==> config.mk <==
export PLATFORM = sky130hd
export DESIGN_NAME = midi_uart_rx
export DESIGN_NICKNAME = d
export VERILOG_FILES = /design/src/rtl/midi_uart_rx.sv
export SDC_FILE = /design/constraint.sdc
export NUM_CORES = 1
export LEC_CHECK = 0
export BUFFER_PORTS_ARGS = -buffer_cell sky130_fd_sc_hd__buf_2
export CORE_MARGIN = 3
export CORE_UTILIZATION = 60
export DETAILED_ROUTE_END_ITERATION = 12
export PLACE_DENSITY = 0.8
export REMOVE_ABC_BUFFERS = 1
export SLEW_MARGIN = 0
export SYNTH_ARGS = -nofsm -noshare
export SYNTH_HDL_FRONTEND = slang
export SYNTH_SLANG_ARGS = --single-unit
export TNS_END_PERCENT = 10
==> constraint.sdc <==
create_clock -name clk -period 3.7 [get_ports clk]
set_input_delay 0.74 -clock clk [delete_from_list [all_inputs] [get_ports clk]]
set_output_delay 0.74 -clock clk [all_outputs]
set_load 0.005 [all_outputs]
==> src/rtl/midi_uart_rx.sv <==
// MIDI serial receiver and channel-message parser; optional MIDI_RUNNING_STATUS_EN macro.
// Ports: clk, rst (async active-low), midi_rx in; status/data1/data2/bytes_cnt, msg_valid, frame_err out.
module midi_uart_rx #(
    parameter int BAUD_CNT = 3200
) (
    input  logic       clk,
    input  logic       rst,
    input  logic       midi_rx,
    output logic [7:0] status,
    output logic [7:0] data1,
    output logic [7:0] data2,
    output logic [1:0] bytes_cnt,
    output logic       msg_valid,
    output logic       frame_err
);

    localparam int CW = $clog2(BAUD_CNT) + 1;
    localparam logic [CW-1:0] HALF = CW'(BAUD_CNT / 2 - 1);
    localparam logic [CW-1:0] FULL = CW'(BAUD_CNT - 1);
    localparam logic [CW-1:0] ONE  = CW'(1);

    typedef enum logic [1:0] {IDLE, START, DATA, STOP} state_t;

    state_t      state, state_nx;
    logic        rx_s1, rx_s2, rx_prev;
    logic [CW-1:0] cnt, cnt_nx;
    logic [2:0]  bit_idx, bit_idx_nx;
    logic [7:0]  shreg, shreg_nx;
    logic        stop_hold, stop_hold_nx;
    logic        byte_vld, byte_vld_nx;
    logic        fe_nx;

    always_ff @(posedge clk or negedge rst) begin
        if (!rst) begin
            rx_s1     <= 1'b1;
            rx_s2     <= 1'b1;
            rx_prev   <= 1'b1;
            state     <= IDLE;
            cnt       <= '0;
            bit_idx   <= '0;
            shreg     <= '0;
            stop_hold <= 1'b0;
            byte_vld  <= 1'b0;
            frame_err <= 1'b0;
        end else begin
            rx_s1     <= midi_rx;
            rx_s2     <= rx_s1;
            rx_prev   <= rx_s2;
            state     <= state_nx;
            cnt       <= cnt_nx;
            bit_idx   <= bit_idx_nx;
            shreg     <= shreg_nx;
            stop_hold <= stop_hold_nx;
            byte_vld  <= byte_vld_nx;
            frame_err <= fe_nx;
        end
    end

    always_comb begin
        state_nx     = state;
        cnt_nx       = cnt + ONE;
        bit_idx_nx   = bit_idx;
        shreg_nx     = shreg;
        stop_hold_nx = stop_hold;
        byte_vld_nx  = 1'b0;
        fe_nx        = 1'b0;
        unique case (state)
            IDLE: begin
                cnt_nx = '0;
                if (rx_prev && !rx_s2) state_nx = START;
            end
            START: begin
                if (cnt == HALF) begin
                    cnt_nx     = '0;
                    bit_idx_nx = '0;
                    state_nx   = rx_s2 ? IDLE : DATA;
                end
            end
            DATA: begin
                if (cnt == FULL) begin
                    cnt_nx     = '0;
                    shreg_nx   = {rx_s2, shreg[7:1]};
                    bit_idx_nx = bit_idx + 3'd1;
                    if (bit_idx == 3'd7) state_nx = STOP;
                end
            end
            STOP: begin
                // After a bad stop bit, park here until the line recovers
                if (stop_hold) begin
                    cnt_nx = '0;
                    if (rx_s2) begin
                        stop_hold_nx = 1'b0;
                        state_nx     = IDLE;
                    end
                end else if (cnt == FULL) begin
                    cnt_nx = '0;
                    if (rx_s2) begin
                        byte_vld_nx = 1'b1;
                        state_nx    = IDLE;
                    end else begin
                        fe_nx        = 1'b1;
                        stop_hold_nx = 1'b1;
                    end
                end
            end
            default: state_nx = IDLE;
        endcase
    end

    logic       run_vld;
    logic [7:0] st_r;
    logic       need2;
    logic       idx;
    logic [7:0] d1_r;
    logic       sysex;

    logic is_rt, is_st, is_f0, is_f7, is_sys, is_data;
    logic c_rt, c_st, c_sx, c_f0, c_sys, c_dat;

    assign is_rt   = &shreg[7:3];
    assign is_st   = shreg[7] && (shreg[7:4] != 4'hF);
    assign is_f0   = (shreg == 8'hF0);
    assign is_f7   = (shreg == 8'hF7);
    assign is_sys  = (shreg[7:3] == 5'b11110);
    assign is_data = !shreg[7];

    // Mutually exclusive byte classes, in priority order
    assign c_rt  = is_rt;
    assign c_st  = is_st;
    assign c_sx  = sysex && !is_rt && !is_st;
    assign c_f0  = !sysex && is_f0;
    assign c_sys = !sysex && is_sys && !is_f0;
    assign c_dat = !sysex && is_data && run_vld;

    always_ff @(posedge clk or negedge rst) begin
        if (!rst) begin
            run_vld   <= 1'b0;
            st_r      <= '0;
            need2     <= 1'b0;
            idx       <= 1'b0;
            d1_r      <= '0;
            sysex     <= 1'b0;
            status    <= '0;
            data1     <= '0;
            data2     <= '0;
            bytes_cnt <= '0;
            msg_valid <= 1'b0;
        end else begin
            msg_valid <= 1'b0;
            if (frame_err) begin
                run_vld <= 1'b0;
                idx     <= 1'b0;
                sysex   <= 1'b0;
            end else if (byte_vld) begin
                unique case (1'b1)
                    c_rt: ;
                    c_st: begin
                        st_r    <= shreg;
                        run_vld <= 1'b1;
                        need2   <= (shreg[7:5] != 3'b110);
                        idx     <= 1'b0;
                        sysex   <= 1'b0;
                    end
                    c_sx: begin
                        if (is_f7) sysex <= 1'b0;
                    end
                    c_f0: begin
                        sysex   <= 1'b1;
                        run_vld <= 1'b0;
                        idx     <= 1'b0;
                    end
                    c_sys: begin
                        if (!is_f7) begin
                            run_vld <= 1'b0;
                            idx     <= 1'b0;
                        end
                    end
                    c_dat: begin
                        if (!idx && need2) begin
                            d1_r <= shreg;
                            idx  <= 1'b1;
                        end else begin
                            status    <= st_r;
                            data1     <= idx ? d1_r : shreg;
                            data2     <= idx ? shreg : 8'h00;
                            bytes_cnt <= idx ? 2'd3 : 2'd2;
                            msg_valid <= 1'b1;
                            idx       <= 1'b0;
`ifdef MIDI_RUNNING_STATUS_EN
                            run_vld   <= 1'b1;
`else
                            run_vld   <= 1'b0;
`endif
                        end
                    end
                    default: ;
                endcase
            end
        end
    end

endmodule

==> results of run 1 <==
## metal layers
metal  vias to the layer above  GRT usage, %  share of wire (%)
li1                       1044             -                  -
met5                         -             0                  0
met1                      1092          30.1                 46
met3                        10          6.43                4.3
met4                         0          6.59                1.4
met2                        40          33.6                 48
## area by class of cell
type	count	area [µm²]	area share, %
sequential	79	1980	52.4
multi-input combinational	176	1310	34.7
timing repair buffer	31	160	4.23
clock buffer	10	128	3.37
tap	70	87.6	2.32
clock inverter	6	85.1	2.25
inverter	8	30.0	0.794
## worst max path at each step
stage	endpoint	slack [ns]	startpoint	cells after the start
finish	shreg[1]$_DFFE_PN0P_	1.30	cnt[0]$_DFF_PN0_	4
global route	shreg[1]$_DFFE_PN0P_	1.14	cnt[0]$_DFF_PN0_	4
CTS	shreg[1]$_DFFE_PN0P_	1.31	cnt[0]$_DFF_PN0_	4
detailed placement	shreg[1]$_DFFE_PN0P_	1.34	cnt[8]$_DFF_PN0_	3
global placement	shreg[0]$_DFFE_PN0P_	1.42	cnt[8]$_DFF_PN0_	3
floorplan	shreg[0]$_DFFE_PN0P_	1.55	cnt[8]$_DFF_PN0_	3
## stage by stage
step / util [%] / cell area [µm²] / hold slack, ns / worst slack [ns]
after floorplan: - / 3320 / 0.345 / 1.55
after global placement: 67.7 / 3570 / 0.346 / 1.42
after detailed placement: 67.7 / 3570 / 0.350 / 1.34
after CTS: 71.8 / 3780 / 0.362 / 1.31
after global routing: 71.8 / 3780 / 0.367 / 1.14
final: 71.8 / 3780 / 0.359 / 1.30
## cell families after synthesis
logic type	share of synthesized area [%]
and+or+nand+nor	14.1
DFF	58.5
AOI/OAI and AO/OA	8.87
muxes	12.0
buffers and inverters	2.81
xor gates and xnor gates	2.59
adders and majority gates	1.11
## cells in the mapped netlist, types with 2 or more instances
master | number | share of area, %
dfrtp_1 | 76 | 56
mux2_2 | 30 | 10
nand2_1 | 16 | 1.8
nor2_1 | 16 | 1.8
o21ai_0 | 12 | 1.8
clkbuf_1 | 11 | 1.2
nand3_1 | 11 | 1.6
nor3_1 | 9 | 1.3
inv_1 | 8 | 0.89
nand2b_1 | 8 | 1.5
a22o_1 | 7 | 1.8
mux2i_1 | 7 | 2.1
xnor2_1 | 7 | 1.8
a21oi_1 | 6 | 0.89
nand4_1 | 5 | 0.92
nor2b_1 | 4 | 0.74
a21o_1 | 3 | 0.66
dfstp_2 | 3 | 2.3
ha_1 | 3 | 1.1
nor4_1 | 3 | 0.55
xor2_1 | 3 | 0.78
a222oi_1 | 2 | 0.59
nor4_2 | 2 | 0.74
or3b_2 | 2 | 0.52
## power by group through the flow
stage	clock network (W)	registers, W	logic [W]
after global routing	0.000739	0.000941	0.000101
after detailed placement	0	0.000950	0.0000867
after global placement	0	0.000946	0.0000862
after CTS	0.000702	0.000932	0.0000882
final	0.000682	0.000933	0.0000860
after floorplan	0	0.000940	0.0000578
## sequential cells by signal, summed over array words and instances, names as in the netlist, 2 cells and up, named ones only
signal	flops
bytes_cnt	2
data2	8
status	8
cnt	13
shreg	8
st_r	8
data1	8
d1_r	8
bit_idx	3
==> flow_metrics.env, run 1 <==
export IMPL_vias=2186
export IMPL_synth_flop_cell="dfrtp_1"
export IMPL_reg2reg_slack_ns=1.30
export IMPL_postRouteAntennaNets=0
export IMPL_maxSlewViolCount=0
export IMPL_fmax_ghz=0.417
export IMPL_grtUsageTotal_pct=21.8
export IMPL_power_w=0.00170
export IMPL_diodes=0
export IMPL_die_height_um=81.1
export IMPL_wl_per_cell_um=15.9
export IMPL_drtPass1Iterations=4
export IMPL_drive_gt1_share_pct=28.1
export IMPL_finalSetupTns_ns=0
export IMPL_dieWidth_um=81.1
export IMPL_clockPowerShare_pct=40.1
export IMPL_layout_commonest_cell="dfrtp_1"
export IMPL_cp_arrival_ns=2.63
export IMPL_antenna_found_initial=0
export IMPL_netlist_area_mm2=0.00339
export IMPL_hold_end="rx_s2$_DFF_PN1_"
export IMPL_required_ns=3.93
export IMPL_syn_to_final_growth_pct=11.7
export IMPL_grt_pass1_wl_um=10800
export IMPL_ir_drop_mv=0.349
export IMPL_grt_setup_unrepaired="false"
export IMPL_ios=31
export IMPL_seq_area_frac_synth_pct=58.5
export IMPL_ys_ff_latch=79
export IMPL_finalSetupViolCount=0
export IMPL_crit_path_end_kind="flip-flop"
export IMPL_viasPerCell=5.75
export IMPL_cts_root_buf="clkbuf_8"
export IMPL_cts_setup_buffers=0
export IMPL_cts_resized=0
export IMPL_port_buffers=30
export IMPL_synth_edf_count=0
export IMPL_path_delay_family="simple AND/OR/NAND/NOR gates"
export IMPL_grt_max_degree=80
export IMPL_totalWireLength_um=6060
export IMPL_dp_cells=364
export IMPL_grt_pass1_vias=2162
export IMPL_final_cell_mix="dfrtp_1 (76), mux2_2 (30), buf_2 (29), nor2_1 (16), nand2_1 (16)"
export IMPL_synth_distinct_cells=47
export IMPL_cap_violations=0
export IMPL_rows=26
export IMPL_cp_cell_sequence="ha_1, nand4_1, nor4_4, mux2_2"
export IMPL_p_sw_w=0.000396
export IMPL_hold_viol_final=0
export IMPL_rr_worst_depth=4
export IMPL_drt_initial_drc_count=250
export IMPL_async_flop_share_pct=100
export IMPL_switching_share_pct=23.3
export IMPL_synth_avg_cell_area_um2=12.2
export IMPL_start_kind="flip-flop"
export IMPL_outcome="completed"
export IMPL_final_nets=311
export IMPL_clk_pin_slew_worst_paths_ns=0.08
export IMPL_hp_class="reg -> reg"
export IMPL_slew_headroom_pct=30.0
export IMPL_synth_cells=277
export IMPL_fin_crit_ns=2.40
export IMPL_p_int_w=0.00131
export IMPL_fin_crit_sh_pct=64.8
export IMPL_skew_ns=0.0123
export IMPL_cts_tree="yes"
export IMPL_fillers=369
export IMPL_crit_buf_inv=0
export IMPL_path_class="reg -> reg"
export IMPL_overflow=0
export IMPL_cts_inserted_buffers=9
export IMPL_worstPathMaxFanout=13
export IMPL_finalNonFillerCells=380
export IMPL_timing_rr_start="cnt[0]$_DFF_PN0_"
export IMPL_htree_levels=3
export IMPL_hold_buffers=0
export IMPL_core_area_mm2=0.00527
export IMPL_combinationalPowerShare_pct=5.1
export IMPL_yosys_warnings=0
export IMPL_reg2reg_to="shreg[1]$_DFFE_PN0P_"
export IMPL_hpwl_um=3960
export IMPL_clock_latency_ns=0.35
export IMPL_slowest_stage="nor4_4"
export IMPL_worst_slew_pin_slew_ns=1.04
export IMPL_initial_utilization_pct=64.3
export IMPL_cts_sinks=79
export IMPL_place_congestion=0.835
export IMPL_whs_path_depth=0
export IMPL_slowest_delay_ns=0.82
export IMPL_p_per_area_mw_per_mm2=450
export IMPL_seqPwrFrac_pct=54.9
export IMPL_power_leakage_nw=1.84
export IMPL_drc=0
export IMPL_dieArea_mm2=0.00658
export IMPL_cts_buffer_depth=2
export IMPL_min_from="rx_s1$_DFF_PN1_"
Power figures use the tool's default switching activity.
==> run 2: changes to the inputs <==
--- a/config.mk
+++ b/config.mk
@@ -7,9 +7,9 @@
 export LEC_CHECK = 0
 export BUFFER_PORTS_ARGS = -buffer_cell sky130_fd_sc_hd__buf_2
 export CORE_MARGIN = 3
-export CORE_UTILIZATION = 60
+export CORE_UTILIZATION = 53
 export DETAILED_ROUTE_END_ITERATION = 12
-export PLACE_DENSITY = 0.8
+export PLACE_DENSITY = 0.75
 export REMOVE_ABC_BUFFERS = 1
 export SLEW_MARGIN = 0
 export SYNTH_ARGS = -nofsm -noshare
==> constraint.sdc (replaced) <==
create_clock -name clk -period 2.16 [get_ports clk]
set_input_delay 0.432 -clock clk [delete_from_list [all_inputs] [get_ports clk]]
set_output_delay 0.432 -clock clk [all_outputs]
set_load 0.005 [all_outputs]
==> flow_metrics.env, run 2 (synthesized netlist as in run 1, its figures left out) <==
export IMPL_regMostFlops="cnt"
export IMPL_design_area_mm2=0.00392
export IMPL_fin_crit_ns=2.03
export IMPL_vias=2247
export IMPL_hold_ws_ns=0.00555
export IMPL_rows=28
export IMPL_hpwl_um=4060
export IMPL_cts_root_buf="clkbuf_8"
export IMPL_layout_commonest_cell="dfrtp_1"
export IMPL_drtPass1Iterations=4
export IMPL_final_cell_mix="dfrtp_1 (76), mux2_2 (30), buf_2 (29), nor2_1 (16), nand2_1 (16)"
export IMPL_diodes=0
export IMPL_cts_tree="yes"
export IMPL_grtUsageTotal_pct=18.8
export IMPL_grt_pass1_vias=2286
export IMPL_worst_slew_pin_slew_ns=0.475
export IMPL_fin_crit_sh_pct=93.8
export IMPL_fillers=473
export IMPL_drt_initial_drc_count=84
export IMPL_slew_headroom_pct=67.9
export IMPL_cts_inserted_buffers=9
export IMPL_dp_cells=382
export IMPL_grt_pass1_wl_um=10800
export IMPL_dieWidth_um=85.9
export IMPL_worstPathMaxFanout=13
export IMPL_htree_levels=3
export IMPL_maxSlewViolCount=0
export IMPL_wl_per_cell_um=15.2
export IMPL_ios=31
export IMPL_finalSetupViolCount=0
export IMPL_fmax_ghz=0.493
export IMPL_postRouteAntennaNets=0
export IMPL_die_height_um=85.9
export IMPL_required_ns=2.40
export IMPL_final_nets=326
export IMPL_skew_ns=0.0111
export IMPL_initial_utilization_pct=55.9
export IMPL_cts_buffer_depth=2
export IMPL_cts_sinks=79
export IMPL_syn_to_final_growth_pct=15.8
export IMPL_cp_arrival_ns=2.27
export IMPL_postLayoutCoreUtil_pct=64.7
export IMPL_drc=0
export IMPL_grt_max_degree=48
export IMPL_start_kind="flip-flop"
export IMPL_grt_setup_unrepaired="false"
export IMPL_clk_pin_slew_worst_paths_ns=0.08
export IMPL_outcome="completed"
export IMPL_finalSetupTns_ns=0
export IMPL_clock_latency_ns=0.35
export IMPL_crit_path_end_kind="flip-flop"
export IMPL_drive_gt1_share_pct=32.0
export IMPL_largest_register_ffs=13
export IMPL_core_area_mm2=0.00606
export IMPL_hold_buffers=0
export IMPL_ir_drop_mv=0.617
export IMPL_finalNonFillerCells=400
export IMPL_hold_viol_final=0
export IMPL_place_area_mm2=0.00369
export IMPL_antenna_found_initial=0
export IMPL_totalWireLength_um=6080
export IMPL_power_leakage_nw=1.93
export IMPL_p_per_area_mw_per_mm2=735
export IMPL_dieArea_mm2=0.00739
export IMPL_port_buffers=30
export IMPL_hp_class="in -> async"
export IMPL_overflow=0
export IMPL_place_congestion=0.854
export IMPL_cap_violations=0
export IMPL_path_class="reg -> reg"
export IMPL_viasPerCell=5.62
## run 2: area by class of cell
class	count	area [µm²]	area share, %
Clock buffer	10	138	3.51
Tap cell	75	93.8	2.39
Timing Repair Buffer	46	289	7.37
Sequential cell	79	1980	50.5
Multi-Input combinational cell	176	1320	33.7
Inverter	8	30.0	0.765
Clock inverter	6	68.8	1.75
## run 2: worst max-delay path, cell delays in order (launching register included)
cell and delay, ns:
dfrtp_1 0.39, or4b_4 0.54, buf_4 0.18, nor4_4 0.26
buf_6 0.20, mux2_2 0.34
## run 2: path summary, 6_finish.rpt
| kind | from | to | slack, ns | cells after the start |
|---|---|---|---|---|
| max reg2reg | cnt[8]$_DFF_PN0_ | shreg[3]$_DFFE_PN0P_ | 0.13 | 5 |
| max | cnt[8]$_DFF_PN0_ | shreg[3]$_DFFE_PN0P_ | 0.13 | 5 |
| min in group clk | midi_rx | rx_s1$_DFF_PN1_ | 0.18 | 1 |
| min reg2reg | rx_s1$_DFF_PN1_ | rx_s2$_DFF_PN1_ | 0.36 | 0 |
| max in group asynchronous | rst | rx_s2$_DFF_PN1_ | 1.51 | 2 |
| min | rst | msg_valid$_DFF_PN0_ | 0.006 | 1 |
## run 2: layer usage
layer / global-route usage [%] / up-vias / share of wire [%]
met5: 0 / - / 0
met4: 10.5 / 0 / 3.0
met3: 3.27 / 14 / 3.1
met2: 31.4 / 43 / 48
met1: 23.0 / 1118 / 46
li1: - / 1072 / -
## run 2: per-stage QoR
stage          worst slack [ns]  power, W
2_1_floorplan           0.00832   0.00171
3_3_place_gp              0.158   0.00177
3_5_place_dp             0.0973   0.00178
4_1_cts                  0.0847   0.00291
5_1_grt                  0.0345   0.00303
6_report                  0.133   0.00288
## run 2: timing repair
| item | CTS | global route |
|---|---|---|
| resized for setup | 0 | 3 |
| setup endpoints to repair | 0 | 22 |
| buffers inserted | 0 | 2 |
## run 2: where the power goes
| part | switching, W | leakage, nW | internal [W] | total [W] |
|---|---|---|---|---|
| combinational | 0.0000968 | 0.741 | 0.0000753 | 0.000172 |
| clock | 0.000549 | 0.103 | 0.000571 | 0.00112 |
| sequential | 0.0000601 | 1.08 | 0.00153 | 0.00159 |
